### src/rtl/activation_lanes_if.sv
// activation_lanes_if
//   Bundles the beat handshake, the result stream and the saturation flag of
//   the activation unit.
//   master : producer/consumer side (drives input beats, out_ready, sat_clr)
//   slave  : activation unit side (drives in_ready, out_valid, out_data, sat_flag)
//   Signals:
//     in_valid/in_ready   input beat handshake
//     in_mode             00 PASS, 01 RELU, 10 LEAKY, 11 LEAKY_DERIV
//     in_leak             signed leak factor shared by all lanes of the beat
//     in_data             LANES packed signed lanes, lane i at [i*DATA_W +: DATA_W]
//     out_valid/out_ready output beat handshake
//     out_data            results, same packing as in_data
//     sat_flag/sat_clr    sticky saturation flag and its synchronous clear
interface activation_lanes_if #(
  parameter int LANES  = 4,
  parameter int DATA_W = 16
);
  logic                    in_valid;
  logic                    in_ready;
  logic [1:0]              in_mode;
  logic [DATA_W-1:0]       in_leak;
  logic [LANES*DATA_W-1:0] in_data;
  logic                    out_valid;
  logic                    out_ready;
  logic [LANES*DATA_W-1:0] out_data;
  logic                    sat_flag;
  logic                    sat_clr;

  modport master (
    output in_valid, in_mode, in_leak, in_data, out_ready, sat_clr,
    input  in_ready, out_valid, out_data, sat_flag
  );

  modport slave (
    input  in_valid, in_mode, in_leak, in_data, out_ready, sat_clr,
    output in_ready, out_valid, out_data, sat_flag
  );
endinterface

### src/rtl/activation_lanes.sv
// activation_lanes
//   Multi-lane activation unit: PASS, ReLU, leaky ReLU or leaky-ReLU
//   derivative on LANES signed Q(DATA_W-FRAC_W).FRAC_W values per beat.
//   Two pipeline stages with valid/ready backpressure:
//     S1 holds the beat and the full-width products x*leak,
//     S2 holds the rounded, saturated, mode-selected result (drives out_data).
//   Ports:
//     clk  rising-edge clock
//     rst  asynchronous active-high reset; empties both stages
//     bus  activation_lanes_if.slave (handshakes, data, sat_flag/sat_clr)
module activation_lanes #(
  parameter int LANES  = 4,
  parameter int DATA_W = 16,
  parameter int FRAC_W = 8
) (
  input  logic                clk,
  input  logic                rst,
  activation_lanes_if.slave   bus
);
  localparam int PW = 2 * DATA_W;
  localparam int RW = PW + 1;

  localparam logic signed [RW-1:0]   MAX_V  = {{(DATA_W+2){1'b0}}, {(DATA_W-1){1'b1}}};
  localparam logic signed [RW-1:0]   MIN_V  = {{(DATA_W+2){1'b1}}, {(DATA_W-1){1'b0}}};
  localparam logic signed [RW-1:0]   HALF_V = {{(RW-1){1'b0}}, 1'b1} << (FRAC_W - 1);
  localparam logic [DATA_W-1:0]      SAT_HI = {1'b0, {(DATA_W-1){1'b1}}};
  localparam logic [DATA_W-1:0]      SAT_LO = {1'b1, {(DATA_W-1){1'b0}}};
  localparam logic [DATA_W-1:0]      ONE_V  = {{(DATA_W-1){1'b0}}, 1'b1} << FRAC_W;

  typedef enum logic [1:0] {
    MODE_PASS  = 2'b00,
    MODE_RELU  = 2'b01,
    MODE_LEAKY = 2'b10,
    MODE_DERIV = 2'b11
  } mode_t;

  // Stage 1 registers
  logic                     s1_valid_r;
  mode_t                    s1_mode_r;
  logic [DATA_W-1:0]        s1_leak_r;
  logic signed [DATA_W-1:0] s1_x_r    [LANES];
  logic signed [PW-1:0]     s1_prod_r [LANES];

  // Stage 2 registers
  logic                     s2_valid_r;
  logic [LANES*DATA_W-1:0]  s2_data_r;
  logic                     sat_flag_r;

  // Combinational signals
  logic                     s1_adv_s;
  logic                     s2_adv_s;
  logic                     accept_s;
  logic signed [DATA_W-1:0] x_in_s    [LANES];
  logic signed [PW-1:0]     prod_in_s [LANES];
  logic signed [RW-1:0]     sum_s     [LANES];
  logic signed [RW-1:0]     shr_s     [LANES];
  logic [DATA_W-1:0]        leaky_s   [LANES];
  logic                     clamp_s   [LANES];
  logic [DATA_W-1:0]        lane_y_s  [LANES];
  logic [LANES*DATA_W-1:0]  y_s;
  logic                     beat_sat_s;

  // A full stage may move forward only if its successor frees up this cycle.
  assign s2_adv_s     = !s2_valid_r || bus.out_ready;
  assign s1_adv_s     = !s1_valid_r || s2_adv_s;
  assign bus.in_ready = !rst && s1_adv_s;
  assign accept_s     = bus.in_valid && bus.in_ready;

  assign bus.out_valid = s2_valid_r;
  assign bus.out_data  = s2_data_r;
  assign bus.sat_flag  = sat_flag_r;

  // Unpack input lanes and form the full-precision products x*leak.
  always_comb begin
    for (int i = 0; i < LANES; i++) begin
      x_in_s[i]    = bus.in_data[i*DATA_W +: DATA_W];
      prod_in_s[i] = PW'(x_in_s[i]) * PW'($signed(bus.in_leak));
    end
  end

  // Stage 1 register: capture the accepted beat and its products.
  always_ff @(posedge clk or posedge rst) begin
    if (rst) begin
      s1_valid_r <= 1'b0;
      s1_mode_r  <= MODE_PASS;
      s1_leak_r  <= '0;
      for (int i = 0; i < LANES; i++) begin
        s1_x_r[i]    <= '0;
        s1_prod_r[i] <= '0;
      end
    end else if (s1_adv_s) begin
      s1_valid_r <= accept_s;
      if (accept_s) begin
        s1_mode_r <= mode_t'(bus.in_mode);
        s1_leak_r <= bus.in_leak;
        for (int i = 0; i < LANES; i++) begin
          s1_x_r[i]    <= x_in_s[i];
          s1_prod_r[i] <= prod_in_s[i];
        end
      end
    end
  end

  // Round-half-up, saturate and select the per-lane result from stage 1.
  always_comb begin
    y_s        = '0;
    beat_sat_s = 1'b0;
    for (int i = 0; i < LANES; i++) begin
      // One extra bit so the rounding add can never wrap.
      sum_s[i] = RW'(s1_prod_r[i]) + HALF_V;
      shr_s[i] = sum_s[i] >>> FRAC_W;
      if (shr_s[i] > MAX_V) begin
        leaky_s[i] = SAT_HI;
        clamp_s[i] = 1'b1;
      end else if (shr_s[i] < MIN_V) begin
        leaky_s[i] = SAT_LO;
        clamp_s[i] = 1'b1;
      end else begin
        leaky_s[i] = shr_s[i][DATA_W-1:0];
        clamp_s[i] = 1'b0;
      end

      case (s1_mode_r)
        MODE_PASS:  lane_y_s[i] = s1_x_r[i];
        MODE_RELU:  lane_y_s[i] = s1_x_r[i][DATA_W-1] ? '0 : s1_x_r[i];
        MODE_LEAKY: lane_y_s[i] = s1_x_r[i][DATA_W-1] ? leaky_s[i] : s1_x_r[i];
        MODE_DERIV: lane_y_s[i] = s1_x_r[i][DATA_W-1] ? s1_leak_r : ONE_V;
        default:    lane_y_s[i] = s1_x_r[i];
      endcase

      // Only a negative lane in LEAKY mode actually uses the clamped value.
      if ((s1_mode_r == MODE_LEAKY) && s1_x_r[i][DATA_W-1] && clamp_s[i]) begin
        beat_sat_s = 1'b1;
      end else begin
        beat_sat_s = beat_sat_s;
      end
      y_s[i*DATA_W +: DATA_W] = lane_y_s[i];
    end
  end

  // Stage 2 register: output beat; data is zeroed whenever the stage is empty.
  always_ff @(posedge clk or posedge rst) begin
    if (rst) begin
      s2_valid_r <= 1'b0;
      s2_data_r  <= '0;
    end else if (s2_adv_s) begin
      s2_valid_r <= s1_valid_r;
      s2_data_r  <= s1_valid_r ? y_s : '0;
    end
  end

  // Sticky saturation flag: a clamping beat entering S2 beats a same-cycle clear.
  always_ff @(posedge clk or posedge rst) begin
    if (rst) begin
      sat_flag_r <= 1'b0;
    end else if (s2_adv_s && s1_valid_r && beat_sat_s) begin
      sat_flag_r <= 1'b1;
    end else if (bus.sat_clr) begin
      sat_flag_r <= 1'b0;
    end
  end
endmodule

### src/flat_wrapper.sv
// flat-port wrapper written by rule: the top's interface ports become plain ports
module activation_lanes_flat 
#(
  parameter int LANES  = 4,
  parameter int DATA_W = 16,
  parameter int FRAC_W = 8
)
  (clk, rst, bus_in_valid, bus_in_mode, bus_in_leak, bus_in_data, bus_out_ready, bus_sat_clr, bus_in_ready, bus_out_valid, bus_out_data, bus_sat_flag);
  activation_lanes_if #(.LANES(LANES), .DATA_W(DATA_W)) bus_i ();
  input  logic clk;
  input  logic rst;
  input wire logic [$bits(bus_i.in_valid)-1:0] bus_in_valid;
  input wire logic [$bits(bus_i.in_mode)-1:0] bus_in_mode;
  input wire logic [$bits(bus_i.in_leak)-1:0] bus_in_leak;
  input wire logic [$bits(bus_i.in_data)-1:0] bus_in_data;
  input wire logic [$bits(bus_i.out_ready)-1:0] bus_out_ready;
  input wire logic [$bits(bus_i.sat_clr)-1:0] bus_sat_clr;
  output wire logic [$bits(bus_i.in_ready)-1:0] bus_in_ready;
  output wire logic [$bits(bus_i.out_valid)-1:0] bus_out_valid;
  output wire logic [$bits(bus_i.out_data)-1:0] bus_out_data;
  output wire logic [$bits(bus_i.sat_flag)-1:0] bus_sat_flag;
  assign bus_i.in_valid = bus_in_valid;
  assign bus_i.in_mode = bus_in_mode;
  assign bus_i.in_leak = bus_in_leak;
  assign bus_i.in_data = bus_in_data;
  assign bus_i.out_ready = bus_out_ready;
  assign bus_i.sat_clr = bus_sat_clr;
  assign bus_in_ready = bus_i.in_ready;
  assign bus_out_valid = bus_i.out_valid;
  assign bus_out_data = bus_i.out_data;
  assign bus_sat_flag = bus_i.sat_flag;
  activation_lanes #(.LANES(LANES), .DATA_W(DATA_W), .FRAC_W(FRAC_W)) u_core (.clk(clk), .rst(rst), .bus(bus_i));
endmodule
### config.mk
export PLATFORM = sky130hd
export DESIGN_NAME = activation_lanes_flat
export DESIGN_NICKNAME = d
export VERILOG_FILES = /design/src/rtl/activation_lanes_if.sv /design/src/rtl/activation_lanes.sv /design/src/flat_wrapper.sv
export SDC_FILE = /design/constraint.sdc
export NUM_CORES = 2
export LEC_CHECK = 0
export ABC_AREA = 0
export CELL_PAD_IN_SITES_DETAIL_PLACEMENT = 0
export CELL_PAD_IN_SITES_GLOBAL_PLACEMENT = 1
export CORE_UTILIZATION = 30
export DETAILED_ROUTE_END_ITERATION = 10
export HOLD_SLACK_MARGIN = 0.15
export PLACE_DENSITY_LB_ADDON = 0.2
export SYNTH_ARGS = -nofsm -noshare
export SYNTH_HDL_FRONTEND = slang
export SYNTH_SLANG_ARGS = --single-unit
### constraint.sdc
create_clock -name clk -period 10.8 [get_ports clk]
set_input_delay 2.7 -clock clk [delete_from_list [all_inputs] [get_ports clk]]
set_output_delay 2.7 -clock clk [all_outputs]
set_load 0.02 [all_outputs]
After elaboration in Yosys (flattened, before gate mapping)
Cells that the tools add are included.
Word-level totals
  bits in registers: 277
  input port bits: 87
  output and inout bits: 67
Operators by class
  $add $sub $neg: 4
  $mul: 4
  $lt $le $gt $ge: 8
  eq/ne operators: 3
  mux-type cells: 39
  reductions and logical operators: 20
Operators with widths (number)
  $mux W16: 16
  $pmux W16 S4: 4
  $add A32 B9 Y33 const B: 4
  $mul A16 B16 Y32: 4
  $gt A25 B16 Y1 const B: 4
  $lt A25 B16 Y1 const B: 4
  $mux W64: 1
  $mux W15: 4
  $mux W1: 14
  $logic_and A1 B1 Y1: 12
  $eq A2 B2 Y1 const B: 2
  $logic_not A1 Y1: 3
  $eq A2 B1 Y1 const B: 1
  $logic_not A2 Y1: 1
  $logic_or A1 B1 Y1: 2
  $reduce_and A2 Y1: 1
  $reduce_bool A2 Y1: 1

Depth between registers and ports, before layout
  depth after elaboration: 11
  gate-level depth with buffers: 26
  depth with buffers taken out: 24

Least setup slack after synthesis
No wires, ideal clock.
  path kind: in2reg
  from: input bus_in_leak[1]
  to: register u_core.s1_prod_r[30] in the netlist's numbering
  arrival time: 8.897 ns
  path slack: 1.774 ns
  cell stages on the path: 23
  path buffers: 2
  cells stage by stage: clkbuf_1 -> clkbuf_1 -> nand2_1 -> fa_1 -> fa_1 -> fa_1 -> inv_1 -> fa_1 -> fa_1 -> inv_1 -> fa_1 -> inv_1 -> ha_1 -> a211oi_1 -> and4_1 -> o21a_1 -> o41ai_2 -> a2111oi_2 -> o21ai_1 -> o41a_1 -> a311oi_1 -> xor2_1 -> o21ai_1
On the way
  word-level cells in the longest chain between the ends: 1
Ends and longest elaborated chain
  start, declared: line flat_wrapper.sv:14  | input wire logic [$bits(bus_i.in_leak)-1:0] bus_in_leak;
  $mul A16 B16 Y32: line activation_lanes.sv:77  | prod_in_s[i] = PW'(x_in_s[i]) * PW'($signed(bus.in_leak));
  end signal, assigned by index: line activation_lanes.sv:98  | s1_prod_r[i] <= prod_in_s[i];
  end, declared: line activation_lanes.sv:42  | logic signed [PW-1:0] s1_prod_r [LANES];
No other way between the ends.
A chain may end at the register's enable or synchronous reset.

Final worst setup path
  from: input bus_in_data[58]
  to: register u_core.s1_prod_r[30] in the netlist's numbering
On the way
  word-level cells in the longest chain between the ends: 1
Ends and longest elaborated chain
  start, declared: line flat_wrapper.sv:15  | input wire logic [$bits(bus_i.in_data)-1:0] bus_in_data;
  $mul A16 B16 Y32: line activation_lanes.sv:77
No other way between the ends.

==> qor.csv <==
stage,metric,value,unit
clocking,total CTS buffers,36,
sta,Hold WS,0.480,ns
logic_synthesis,syn_area_per_cell,8.89,um2
global_route,Total GRT Usage,20.1,%
sta,Post-Route Setup TNS,0,ns
floorplan,core area,170000,um2
logic_synthesis,sequential area share after synthesis,12.1,%
route,ANT nets after route,0,
setup_path,startpoint class of the critical path,input pin,
clocking,Clock Latency Late Sink,0.59,ns
run,Max Cap Viol,0,
sta,Pins Over Slew Limit,0,
logic_synthesis,Netlist cell types,81,
clocking,H-tree depth,2,
clocking,CTS tree,built,
logic_synthesis,"EDFF count, synth",0,
logic_synthesis,synthesized area,51500,um2
route,drt first pass iters,5,
route,Via density,4.74,
logic_synthesis,most frequent cell after synthesis,inv_1,
floorplan,Die X,416,um
clocking,Root Driver,clkbuf_16,
logic_synthesis,Syn. warnings,0,
clocking,PostCTS Resize Cnt,0,
sta,worst-margin pin slew,1.11,ns
final_layout,Util after Layout,33.5,%
final_layout,Fill cells,17800,
setup_path,"critical path fanouts, max",17,
setup_path,CP Capture Type,register,
clocking,Clock transition at path regs,0.06,ns
setup_path,r2r endpoint,u_core.bus.sat_flag$_DFFE_PP0P_,
route,via count,38200,
placed_design,DP Wirelength,136000,um
final_layout,P&R area growth vs syn,10.7,%
logic_synthesis,Synth top area share,40.6,%
global_route,first-pass GRT wire length,265000,um
final_layout,"Cell Count, Final, Fillers Out",8060,
logic_synthesis,"flops & latches, synth",249,
worst_hold_path,min-delay src,u_core.s1_leak_r[15]$_DFFE_PP0P_,
logic_synthesis,Synth async-reset ratio,100,%
sta,final setup vio count,0,
sta,RSZ-0062 raised after global routing,false,
route,detailed-route DRC error count,0,
placed_design,placed cell count,7993,
status,status,"finished, final reports clean",
global_route,vias in the first global route,42000,
setup_path,r2r startpoint,u_core.s1_prod_r[7]$_DFFE_PP0P_,
logic_synthesis,"Top FF cell, synth",dfrtp_1,
global_route,pin count of the biggest net entering global routing,155,
sta,slew margin rel.,25.9,%
global_route,initial antenna violation count,10,
logic_synthesis,Post-Synthesis Cells,5789,
floorplan,die area,173000,um2
global_route,grt ovf,0,
sta,fmax,105,MHz
worst_hold_path,hold path endpoint,u_core.s1_leak_r[15]$_DFFE_PP0P_,
route,initial detailed-routing violation count,2060,
logic_synthesis,synth top area cells,"fa_1, dfrtp_1, inv_1",
sta,Tmin final,9.49,ns
setup_path,CP required,11.22,ns
floorplan,die height,416,um
route,WL/cell,21.0,um
clocking,deepest clock path buffer count,3,
setup_path,R2R setup slack,6.81,ns
setup_path,critical path arrival,9.92,ns
sta,final-report hold violation count,0,
worst_hold_path,Worst Hold Class,register to register,
placed_design,routability cong.,0.830,
route,Total Wirelength,170000,um
worst_hold_path,hold path cells,2,
clocking,"Setup Fix Bufs, Post-CTS",0,
final_layout,fin nets,7264,
final_layout,share of post-route cells with drive strength above 1,4.32,%
setup_path,reg2reg path depth,11,
logic_synthesis,Mapped Nets,7240,
clocking,Post-CTS Hold Fix Bufs,0,
logic_synthesis,top post-synthesis cells by count,"inv_1, fa_1, nand2_1",
placed_design,port buffer count,153,
sta,Setup Skew,0.0359,ns
logic_synthesis,cell taking the most area after synthesis,fa_1,
floorplan,Cell Rows,151,
floorplan,Initial Utilization,30.3,%
floorplan,Top Ports,154,
sta,part of the cycle the worst path needs,87.9,%
setup_path,Crit Path Class,input pin to register,
clocking,Clock Sinks,249,
[routing by layer]
metal	global-route usage [%]	up-vias	wire length [um]	part of all wire [%]
met2	33.8	679	80300	47
met1	28.0	19800	79600	47
met5	0	-	17	0.010
met3	1.85	142	6150	3.6
met4	4.35	4	3650	2.2
li1	-	17700	-	-
[worst max-delay path: stages]
cell	delay (ns)
clkdlybuf4s50_1	1.02
nand2_1	0.18
fa_1	0.54
fa_1	0.47
fa_1	0.54
inv_1	0.05
fa_1	0.48
fa_1	0.49
inv_1	0.05
fa_1	0.47
inv_1	0.04
ha_1	0.32
a211oi_1	0.38
and4_1	0.25
o21a_1	0.15
o41ai_2	0.17
a2111oi_2	0.39
o21ai_1	0.16
o41a_1	0.42
a311oi_1	0.35
xor2_1	0.18
o21ai_1	0.07
[sequential cells by signal, summed over array words and instances (netlist names)]
register / flops
u_core.bus.sat_flag: 1
u_core.bus.out_data: 64
u_core.s1_mode_r: 2
u_core.s1_valid_r: 1
u_core.s1_leak_r: 16
u_core.bus.out_valid: 1
u_core.s1_prod_r: 100
u_core.s1_x_r: 64
[final cells by class]
cell class / instances / area [um2] / share of cell area (%)
Tap cell: 2218 / 2780 / 4.87
Antenna cell: 3 / 7.51 / 0.0132
Clock inverter: 17 / 282 / 0.494
Multi-Input combinational cell: 4106 / 39800 / 69.9
Clock buffer: 47 / 1020 / 1.79
Inverter: 1138 / 4280 / 7.51
Sequential cell: 249 / 6230 / 10.9
Timing Repair Buffer: 282 / 2540 / 4.47
[through the flow]
step | setup WS, ns | cell area [um2]
floorplan | 1.26 | 51500
global placement | 0.818 | 55700
detailed placement | 0.707 | 55700
CTS | 1.32 | 57000
global route | 0.958 | 57000
finish | 1.31 | 57000
[placed cells by master, fill, tap and decap left out, types with 36 or more instances in the layout]
master           instances
inv_1                 1136
fa_1                  1044
nand2_1                936
and2_1                 494
ha_1                   320
dfrtp_1                247
nor2_1                 188
a21oi_1                171
o21ai_0                156
clkdlybuf4s50_1        137
buf_4                  119
xnor2_1                113
xor2_1                  85
o21ai_1                 69
nand3_1                 56
nand2b_1                54
nand4_1                 36
clkbuf_16               36
[cell families (layout without fill, tap and decap cells)]
logic type               Yosys count  in the layout  share of synthesized area [%]
AND/OR/NAND/NOR                 1917           1917                           17.9
buffers and inverters           1434           1484                           10.5
adder cells (fa/ha/maj)         1364           1364                           48.4
AO/OA/AOI/OAI                    620            620                           7.59
flip-flops                       249            249                           12.1
XOR/XNOR                         198            198                           3.37
multiplexers                       7              7                          0.146
other                              0              3                              0
[worst max path at each step]
stage | startpoint | end | slack [ns] | cells after the start
floorplan | rst | u_core.bus.out_data[0]$_DFFE_PP0P_ | 1.26 | 1
global placement | bus_in_data[57] | u_core.s1_prod_r[30]$_DFFE_PP0P_ | 0.82 | 22
detailed placement | bus_in_data[58] | u_core.s1_prod_r[30]$_DFFE_PP0P_ | 0.71 | 22
CTS | bus_in_data[58] | u_core.s1_prod_r[30]$_DFFE_PP0P_ | 1.32 | 22
global route | bus_in_data[58] | u_core.s1_prod_r[30]$_DFFE_PP0P_ | 0.96 | 22
finish | bus_in_data[58] | u_core.s1_prod_r[30]$_DFFE_PP0P_ | 1.31 | 22
Power is not shown: default switching activity piles up to over one toggle a cycle in this logic, so the estimate is an artifact.
